File: src/rtl/dmem_bus_arbiter.sv
// Shares the single synchronous data-memory port between the CPU memory stage and a DMA/debug master.
// Optional starvation guard is compiled in with `define DMEM_ARB_STARVE_EN.
module dmem_bus_arbiter #(
   parameter int unsigned STARVE_LIM = 4
) (
   input  logic        clk,
   input  logic        rst,
   input  logic        cpu_req,
   input  logic [31:0] cpu_addr,
   input  logic [3:0]  cpu_wr_en,
   input  logic [31:0] cpu_wdata,
   output logic [31:0] cpu_rdata,
   output logic        cpu_pause,
   input  logic        dma_req,
   input  logic [31:0] dma_addr,
   input  logic [3:0]  dma_wr_en,
   input  logic [31:0] dma_wdata,
   output logic        dma_gnt,
   output logic        dma_rvalid,
   output logic [31:0] dma_rdata,
   output logic [31:0] mem_addr,
   output logic [31:0] mem_dout,
   output logic [3:0]  mem_wr_en,
   input  logic [31:0] mem_din,
   output logic [1:0]  dbg_own_o
);

   typedef enum logic [1:0] {OWN_IDLE = 2'd0, OWN_CPU = 2'd1, OWN_DMA = 2'd2} own_t;
   typedef enum logic [1:0] {RSEL_NONE = 2'd0, RSEL_CPU = 2'd1, RSEL_DMA = 2'd2} rsel_t;

   own_t        own_q, own_d;
   rsel_t       rsel_q, rsel_d;
   logic [31:0] cpu_rhold_q;
   logic        cpu_act, dma_act;
   logic        cpu_gnt, dma_gnt_w;
   logic        force_w;

   // Requests are ignored while reset is held so nothing reaches memory.
   assign cpu_act = cpu_req & ~rst;
   assign dma_act = dma_req & ~rst;

   assign dma_gnt_w = dma_act & (~cpu_act | force_w);
   assign cpu_gnt   = cpu_act & ~dma_gnt_w;

`ifdef DMEM_ARB_STARVE_EN
   localparam logic [3:0] LIM4 = STARVE_LIM[3:0];

   logic [3:0] stv_q, stv_d;
   logic       force_q, force_d;

   always_comb begin
      stv_d   = stv_q;
      force_d = force_q;
      if (dma_gnt_w || !dma_act) begin
         stv_d   = 4'd0;
         force_d = 1'b0;
      end else if (cpu_gnt) begin
         stv_d   = stv_q + 4'd1;
         force_d = ((stv_q + 4'd1) == LIM4);
      end
   end

   always_ff @(posedge clk or posedge rst) begin
      if (rst) begin
         stv_q   <= 4'd0;
         force_q <= 1'b0;
      end else begin
         stv_q   <= stv_d;
         force_q <= force_d;
      end
   end

   assign force_w = force_q;
`else
   assign force_w = 1'b0;
`endif

   always_comb begin
      mem_addr  = cpu_addr;
      mem_dout  = cpu_wdata;
      mem_wr_en = 4'b0000;
      own_d     = OWN_IDLE;
      rsel_d    = RSEL_NONE;
      if (dma_gnt_w) begin
         mem_addr  = dma_addr;
         mem_dout  = dma_wdata;
         mem_wr_en = dma_wr_en;
         own_d     = OWN_DMA;
         if (dma_wr_en == 4'b0000) rsel_d = RSEL_DMA;
      end else if (cpu_gnt) begin
         mem_wr_en = cpu_wr_en;
         own_d     = OWN_CPU;
         if (cpu_wr_en == 4'b0000) rsel_d = RSEL_CPU;
      end
   end

   always_ff @(posedge clk or posedge rst) begin
      if (rst) begin
         own_q       <= OWN_IDLE;
         rsel_q      <= RSEL_NONE;
         cpu_rhold_q <= 32'd0;
      end else begin
         own_q  <= own_d;
         rsel_q <= rsel_d;
         if (rsel_q == RSEL_CPU) cpu_rhold_q <= mem_din;
      end
   end

   // A paused memory stage keeps seeing its last returned word.
   assign cpu_rdata  = (rsel_q == RSEL_CPU) ? mem_din : cpu_rhold_q;
   assign dma_rvalid = (rsel_q == RSEL_DMA);
   assign dma_rdata  = mem_din;
   assign dma_gnt    = dma_gnt_w;
   assign cpu_pause  = cpu_req & ~cpu_gnt;
   assign dbg_own_o  = own_q;

endmodule

File: config.mk
export PLATFORM = sky130hd
export DESIGN_NAME = dmem_bus_arbiter
export DESIGN_NICKNAME = d
export VERILOG_FILES = /design/src/rtl/dmem_bus_arbiter.sv
export SDC_FILE = /design/constraint.sdc
export NUM_CORES = 1
export LEC_CHECK = 0
export ABC_CLOCK_PERIOD_IN_PS = 1300
export CELL_PAD_IN_SITES_DETAIL_PLACEMENT = 0
export CELL_PAD_IN_SITES_GLOBAL_PLACEMENT = 1
export CORE_AREA = 2 2 120 122
export DETAILED_ROUTE_END_ITERATION = 16
export DIE_AREA = 0 0 122 124
export DONT_BUFFER_PORTS = 1
export GPL_TIMING_DRIVEN = 0
export PLACE_DENSITY = 0.53
export SLEW_MARGIN = 40
export SYNTH_ARGS = -nofsm -noshare
export SYNTH_HDL_FRONTEND = slang
export SYNTH_SLANG_ARGS = --single-unit
File: constraint.sdc
create_clock -name clk -period 1.3 [get_ports clk]
set_clock_uncertainty 0.05 [all_clocks]
set_input_delay 0.195 -clock clk [delete_from_list [all_inputs] [get_ports clk]]
set_output_delay 0.195 -clock clk [all_outputs]
set_load 0.01 [all_outputs]
# Word-level counts from Yosys, hierarchy flattened
# Cells that the tools add are included.
[classes]
eq_ne = 2
n_mux = 11
bitwise = 9
reduce_logical = 2
[ops]
columns = ["op", "n"]
rows = [
  ["32-bit 2-to-1 mux", 3],
  ["4-bit zero test", 2],
  ["4-bit 2-to-1 mux", 2],
  ["2-bit 2-to-1 mux", 3],
  ["1-bit AND", 5],
  ["1-bit NOT", 4],
  ["1-bit 2-to-1 mux", 3],
  ["2-bit by 1-bit == test with 1-bit output (second input constant)", 1],
  ["2-bit == test (second input constant)", 1],
]
[totals]
ff_bits = 36
inputBits = 172
out_inout_bits = 137
wordCells = 27

# Longest topological paths before layout
# Gate-level depths: netlist (run 1).
[logic_depth]
word_depth = 8
depth_mapped = 4
ltp_nobuf = 2

# Worst setup path after synthesis (run 1)
# Ideal clock, no wire load.
[synth_timing]
path_type = "flip-flop to output port"
from = "register rsel_q[1]"
to = "output cpu_rdata[5]"
t_arrival_ns = 1.199
t_required_ns = 1.055
path_slack_ns = -0.144
stages_incl_launch_ff = 5
n_path_buf = 2
cell_sequence = "dfrtp_1 > nor2b_1 > clkbuf_1 > buf_4 > mux2_1"
[synth_between]
elab_chain_len = 2
[synth_rtl]
columns = ["element", "line_no", "rtl"]
rows = [
  ["start, declared", "32", "rsel_t rsel_q, rsel_d;"],
  ["start signal, assigned", "104", "rsel_q <= rsel_d;"],
  ["2-bit by 1-bit == test with 1-bit output", "110", "assign cpu_rdata = (rsel_q == RSEL_CPU) ? mem_din : cpu_rhold_q;"],
  ["32-bit 2-to-1 mux", "-", ""],
  ["end, declared", "12", "output logic [31:0] cpu_rdata,"],
]
# No other way between the ends.

# Worst setup path in the final report (run 1)
[layout_timing]
from = "register rsel_q[1]"
to = "output cpu_rdata[18]"
# Same word-level chain as after synthesis.

==> flow_summary_export.csv, run 1 <==
group,metric,value,unit
die,io_pins,309,
timing,setup_viol,122,
power,p_sw,0.00103,W
grt,overflow,0,
min_path,holdCritPathClass,"input port to flop",
status,violations,"negative setup slack",
grt,grt_pass1_vias,1720,
worst_setup_path,cp_slowest_cell,"dfrtp_1",
layout,area_growth,49.4,%
logic_synthesis,synthFlopType,"dfrtp_1",
clocking,clockBufferDepth,2,
timing,timing.final.ws_setup,-0.387,ns
worst_setup_path,crit_chain,"nor2b_2 > buf_8 > buf_12 > mux2_4",
logic_synthesis,synth-seq-cells,36,
die,die_h,124,um
timing,slew_violations,0,
die,initial_core_util,17.5,%
power,powerDensity,1050,nW/um^2
routing,drt-total-wl,9110,um
timing,finalCritPeriodShare,130,%
power,intPower,0.00277,W
die,num_rows,43,
logic_synthesis,synth.distinct_cells,12,
logic_synthesis,synth.top_cells.by_area,"mux2_2 41%, dfrtp_1 37%, buf_4 13%",
clocking,clk_latency,0.28,ns
placed_design,placed_cell_area,2800,um^2
routing,drt_iter0_markers,37,
logic_synthesis,synth_edf_count,0,
worst_setup_path,crit_fanout,10,
logic_synthesis,syn_nets,361,
worst_setup_path,cpPeakStageDelay,0.38,ns
routing,via_per_inst,4.15,
clocking,htreeDepth,2,
grt,antenna_found_initial,0,
logic_synthesis,avgSynthCellArea,12.7,um^2
layout,final_core_util,26.2,%
logic_synthesis,synth_warnings,0,
worst_setup_path,worst_setup_path_start_kind,"flop",
layout,nNetsFinal,386,
logic_synthesis,ys_seq_area_share,37.4,%
routing,route.detailed.drc,0,
status,outcome,"complete, but fails checks",
clocking,root_buffer,"clkbuf_16",
clocking,cts-buffers-inserted,5,
clocking,tritoncts,"done",
logic_synthesis,synth_cells,189,
logic_synthesis,async_flop_share,100,%
logic_synthesis,synth.most_common_cell,"mux2_2",
die,die_x,122,um
power,comb_power_share,31.6,%
timing,layout_min_cycle_time,1.69,ns
timing,relSlewSlack,75.6,%
power,p_leak,1.65,nW
power,sequentialPowerShare,36.1,%
layout,drive_gt1_share,79.0,%
logic_synthesis,synth_common_cells,"88 x mux2_2, 41 x buf_4, 36 x dfrtp_1",
timing,fin_setup_tns,-17.61,ns
timing,rsz0062_at_grt,"true",
logic_synthesis,netlist.top_cell.by_area,"mux2_2",
worst_setup_path,cp-end-kind,"output port",
worst_setup_path,arrival,1.44,ns
placed_design,gp_congestion,0.748,
timing,whs,0.0496,ns
routing,wl_per_cell,23.1,um
placed_design,portBuffers,0,
worst_setup_path,critPathKind,"flop to output port",
clocking,clkSlewWorstSetupHoldPaths,0.06,ns
routing,drtAntennaViolNets,0,
timing,hold_viol_final,0,
worst_setup_path,worstPathRequired,1.05,ns
grt,grt.total_usage,10.6,%
placed_design,dpl.hpwl,7590,um
die,core,13700,um^2
logic_synthesis,synth.cell_area,2410,um^2
power,switching_share,27.0,%
clocking,cts.sinks,36,
power,power.total,0.00379,W
grt,grt_pass1_wl,11400,um
layout,design_area,3590,um^2
worst_setup_path,cp.buffers_inverters,2,
grt,grt_start_max_net_pins,25,
worst_setup_path,crit_family,"flip-flops",
routing,vias,1637,
job,cap_violations,0,
layout,diodes,0,
power,irDropWorstVdd,0.000465,V
timing,max_freq,593,MHz
die,dieArea,15100,um^2
power,pwr-share-clk,32.3,%
routing,dr.pass1.iters,3,
timing,max_slew.worst_pin.slew,0.365,ns
logic_synthesis,synth_top_area_share,41.2,%
## final cells by class
cell class                      instances  area, um^2
Fill cell                            1407       10100
Buffer                                 42         415
Sequential cell                        36         901
Multi-Input combinational cell        109        1580
Clock buffer                            7         153
Tap cell                              180         225
Inverter                                1        3.75
Timing Repair Buffer                   19         320
## layer usage
layer | wire (um) | GRT usage, %
met1 | 3060 | 10.7
met2 | 4990 | 20.9
met3 | 901 | 2.84
met4 | 155 | 3.95
met5 | 0 | 0
## flip-flops by register name, summed over array words and instances (netlist names)
| signal | cells |
|---|---|
| rsel_q | 2 |
| cpu_rhold_q | 32 |
| dbg_own_o | 2 |
## per-stage QoR
stage / instances / setup slack [ns]
after global placement: 369 / -0.346
after floorplan: 189 / -0.0479
final: 394 / -0.387
after CTS: 396 / -0.414
after global routing: 394 / -0.464
after detailed placement: 370 / -0.330
## power groups by stage
stage | combinational (W) | clock, W | sequential (W)
finish | 0.00120 | 0.00123 | 0.00137
global route | 0.00128 | 0.00133 | 0.00139
CTS | 0.00124 | 0.00128 | 0.00137
detailed placement | 0.00102 | 0 | 0.00138
global placement | 0.00101 | 0 | 0.00138
floorplan | 0.000849 | 0 | 0.00137
## cell families after synthesis
kind of cell | count (synthesis) | share of synthesized area (%)
and+or+nand+nor | 9 | 2.86
AOI/OAI and AO/OA | 4 | 1.46
muxes | 96 | 44.9
buffers and inverters | 44 | 13.3
DFF | 36 | 37.4
## path summary, 6_finish.rpt
kind | to | startpoint | depth (start not counted) | slack (ns)
worst max-delay path | cpu_rdata[18] | rsel_q[1] | 4 | -0.39
worst min-delay path | cpu_rhold_q[15] | mem_din[15] | 1 | 0.05
worst max register to register | cpu_rhold_q[20] | rsel_q[1] | 4 | -0.04
worst min register to register | cpu_rhold_q[4] | cpu_rhold_q[4] | 1 | 0.47
max in group asynchronous | cpu_rhold_q[0] | rst | 3 | 0.46
min in group asynchronous | dbg_own_o[0] | rst | 2 | 0.31
## what timing repair did
action / CTS / global route
hold buffers: 1 / 1
resized for setup: 102 / 10
endpoints found under the hold margin: 12 / 1
buffers inserted: 11 / 2
pin swaps: 2 / 2
cloned: 7 / 0
setup endpoints to repair: 130 / 131
## cells in the final DEF (no fill, tap or decap), types with 3 or more instances in the layout
cell / n
buf_6: 4
a22o_4: 3
buf_8: 7
clkbuf_16: 5
dfrtp_1: 36
mux2_4: 96
buf_16: 4
and2_1: 3
buf_12: 10
buf_4: 34
Note: power is estimated with default switching activity, not from simulation.
==> run 2, diff against run 1 <==
--- a/config.mk
+++ b/config.mk
@@ -6,14 +6,16 @@
 export NUM_CORES = 1
 export LEC_CHECK = 0
 export ABC_CLOCK_PERIOD_IN_PS = 1300
+export CAP_MARGIN = 20
 export CELL_PAD_IN_SITES_DETAIL_PLACEMENT = 0
 export CELL_PAD_IN_SITES_GLOBAL_PLACEMENT = 1
-export CORE_AREA = 2 2 120 122
+export CORE_AREA = 2 2 118 120
 export DETAILED_ROUTE_END_ITERATION = 16
-export DIE_AREA = 0 0 122 124
+export DIE_AREA = 0 0 120 122
 export DONT_BUFFER_PORTS = 1
 export GPL_TIMING_DRIVEN = 0
-export PLACE_DENSITY = 0.53
+export PLACE_DENSITY = 0.54
+export REMOVE_ABC_BUFFERS = 1
 export SLEW_MARGIN = 40
 export SYNTH_ARGS = -nofsm -noshare
 export SYNTH_HDL_FRONTEND = slang
==> flow_summary_export.csv, run 2 (synthesis gave the netlist of run 1 again) <==
group,metric,value,unit
timing,relSlewSlack,58.3,%
worst_setup_path,arrival,1.44,ns
grt,use_met2,19.0,%
layout,nNetsFinal,358,
timing,max_freq,592,MHz
power,p_leak,1.49,nW
job,cap_violations,0,
placed_design,dp_slack,-0.963,ns
routing,drtAntennaViolNets,0,
timing,hold_viol_final,0,
worst_setup_path,cp-end-kind,"output port",
layout,area_growth,38.7,%
timing,whs,0.0446,ns
worst_setup_path,worstPathRequired,1.05,ns
layout,drive_gt1_share,74.9,%
grt,grt_busiest_layer,"met2",
timing,rsz0062_at_grt,"true",
clocking,tritoncts,"done",
worst_setup_path,worst_setup_path_start_kind,"input port",
power,powerDensity,1080,nW/um^2
routing,vias,1518,
power,switching_share,26.4,%
die,initial_core_util,17.8,%
die,core,13500,um^2
timing,setup_viol,124,
clocking,clockBufferDepth,2,
routing,dr.pass1.iters,4,
power,intPower,0.00265,W
routing,route.detailed.drc,0,
die,io_pins,309,
worst_setup_path,crit_fanout,8,
power,pwr-share-clk,32.3,%
power,comb_power_share,29.6,%
timing,finalCritPeriodShare,130,%
power,irDropWorstVdd,0.000358,V
layout,top_register,"cpu_rhold_q",
layout,final_cell_mix,"91 x mux2_4, 36 x dfrtp_1, 10 x buf_12, 9 x buf_6, 6 x buf_4",
clocking,root_buffer,"clkbuf_16",
timing,layout_min_cycle_time,1.69,ns
die,num_rows,43,
clocking,cts.sinks,36,
status,outcome,"complete, but fails checks",
placed_design,dp.cells,332,
layout,largest_reg_flops,32,
grt,grt_pass1_vias,1652,
clocking,cts-buffers-inserted,5,
placed_design,dpl.hpwl,6510,um
power,power.total,0.00360,W
grt,overflow,0,
status,violations,"negative setup slack",
die,die_h,122,um
placed_design,gp_congestion,0.820,
grt,grt_use_met1,10.5,%
routing,wl_per_cell,23.1,um
routing,drt_iter0_markers,21,
clocking,htreeDepth,2,
grt,grt.total_usage,10.5,%
grt,grt_start_max_net_pins,37,
grt,antenna_found_initial,0,
worst_setup_path,r2r_slack,-0.03,ns
grt,gr-usage-met3,4.78,%
timing,max_slew.worst_pin.slew,0.624,ns
timing,timing.final.ws_setup,-0.389,ns
clocking,clk_latency,0.28,ns
layout,diodes,0,
layout,layout_commonest_cell,"mux2_4",
grt,grt_pass1_wl,11000,um
min_path,holdCritPathClass,"input port to flop",
timing,slew_violations,0,
power,sequentialPowerShare,38.0,%
placed_design,portBuffers,0,
die,dieArea,14600,um^2
die,die_x,120,um
routing,via_per_inst,4.14,
clocking,clkSlewWorstSetupHoldPaths,0.05,ns
worst_setup_path,critPathKind,"input port to output port",
power,p_sw,0.000949,W
layout,final-instance-count-excl-fill,367,
routing,drt-total-wl,8480,um
run 2: cell types whose count changed in the layout (fill, tap and decap cells not counted), sizes merged:
cell          before  now
inv                1    0
clkinv             0    1
dlygate4sd3        2    0
dlymetal6s4s       0    1
clkbuf             7    8
buf               59   32
run 2: power by group through the flow:
stage	sequential, W	combinational [W]	clock, W
detailed placement	0.00138	0.000766	0
CTS	0.00137	0.00109	0.00120
floorplan	0.00136	0.000632	0
finish	0.00137	0.00107	0.00116
global placement	0.00137	0.000756	0
global route	0.00138	0.00114	0.00128
run 2: critical path: stages:
cell	delay, ns
nor3b_4	0.20
buf_6	0.15
buf_12	0.13
buf_12	0.11
buf_12	0.11
buf_6	0.10
buf_12	0.12
mux2_4	0.32
run 2: what timing repair did:
action	CTS	global route
endpoints found under the hold margin	37	0
pin swaps	1	3
buffers inserted	19	8
resized for setup	130	15
cloned	6	0
endpoints found under the setup margin	129	132
hold buffers	1	0
run 2: path summary, 6_finish.rpt:
| kind | end | depth (start not counted) | start |
|---|---|---|---|
| min in group asynchronous | rsel_q[1] | 2 | rst |
| max in group asynchronous | cpu_rhold_q[10] | 2 | rst |
| setup / recovery | mem_dout[13] | 8 | cpu_req |
| hold reg to reg | cpu_rhold_q[23] | 1 | cpu_rhold_q[23] |
| setup reg to reg | cpu_rhold_q[27] | 4 | rsel_q[1] |
| hold / removal | dbg_own_o[0] | 1 | cpu_req |
run 2: layer usage:
layer / share of wire (%) / wire, um
met5: 0 / 0
met4: 1.7 / 140
met3: 11 / 963
met2: 55 / 4630
met1: 32 / 2750
run 2: per-stage QoR:
stage | instance area [um^2] | setup TNS [ns] | util (%)
2_1_floorplan | 2090 | -176.26 | -
3_5_place_dp | 2390 | -53.77 | 17.7
6_report | 3340 | -29.83 | 24.7
5_1_grt | 3340 | -35.02 | 24.7
4_1_cts | 3350 | -30.84 | 24.8
3_3_place_gp | 2310 | -250.39 | 17.1
run 2: cell type report:
type	instances	area [um^2]
Tap cell	180	225
Sequential cell	36	901
Multi-Input combinational cell	109	1560
Inverter	1	5.00
Timing Repair Buffer	33	502
Fill cell	1384	10200
Clock buffer	8	146
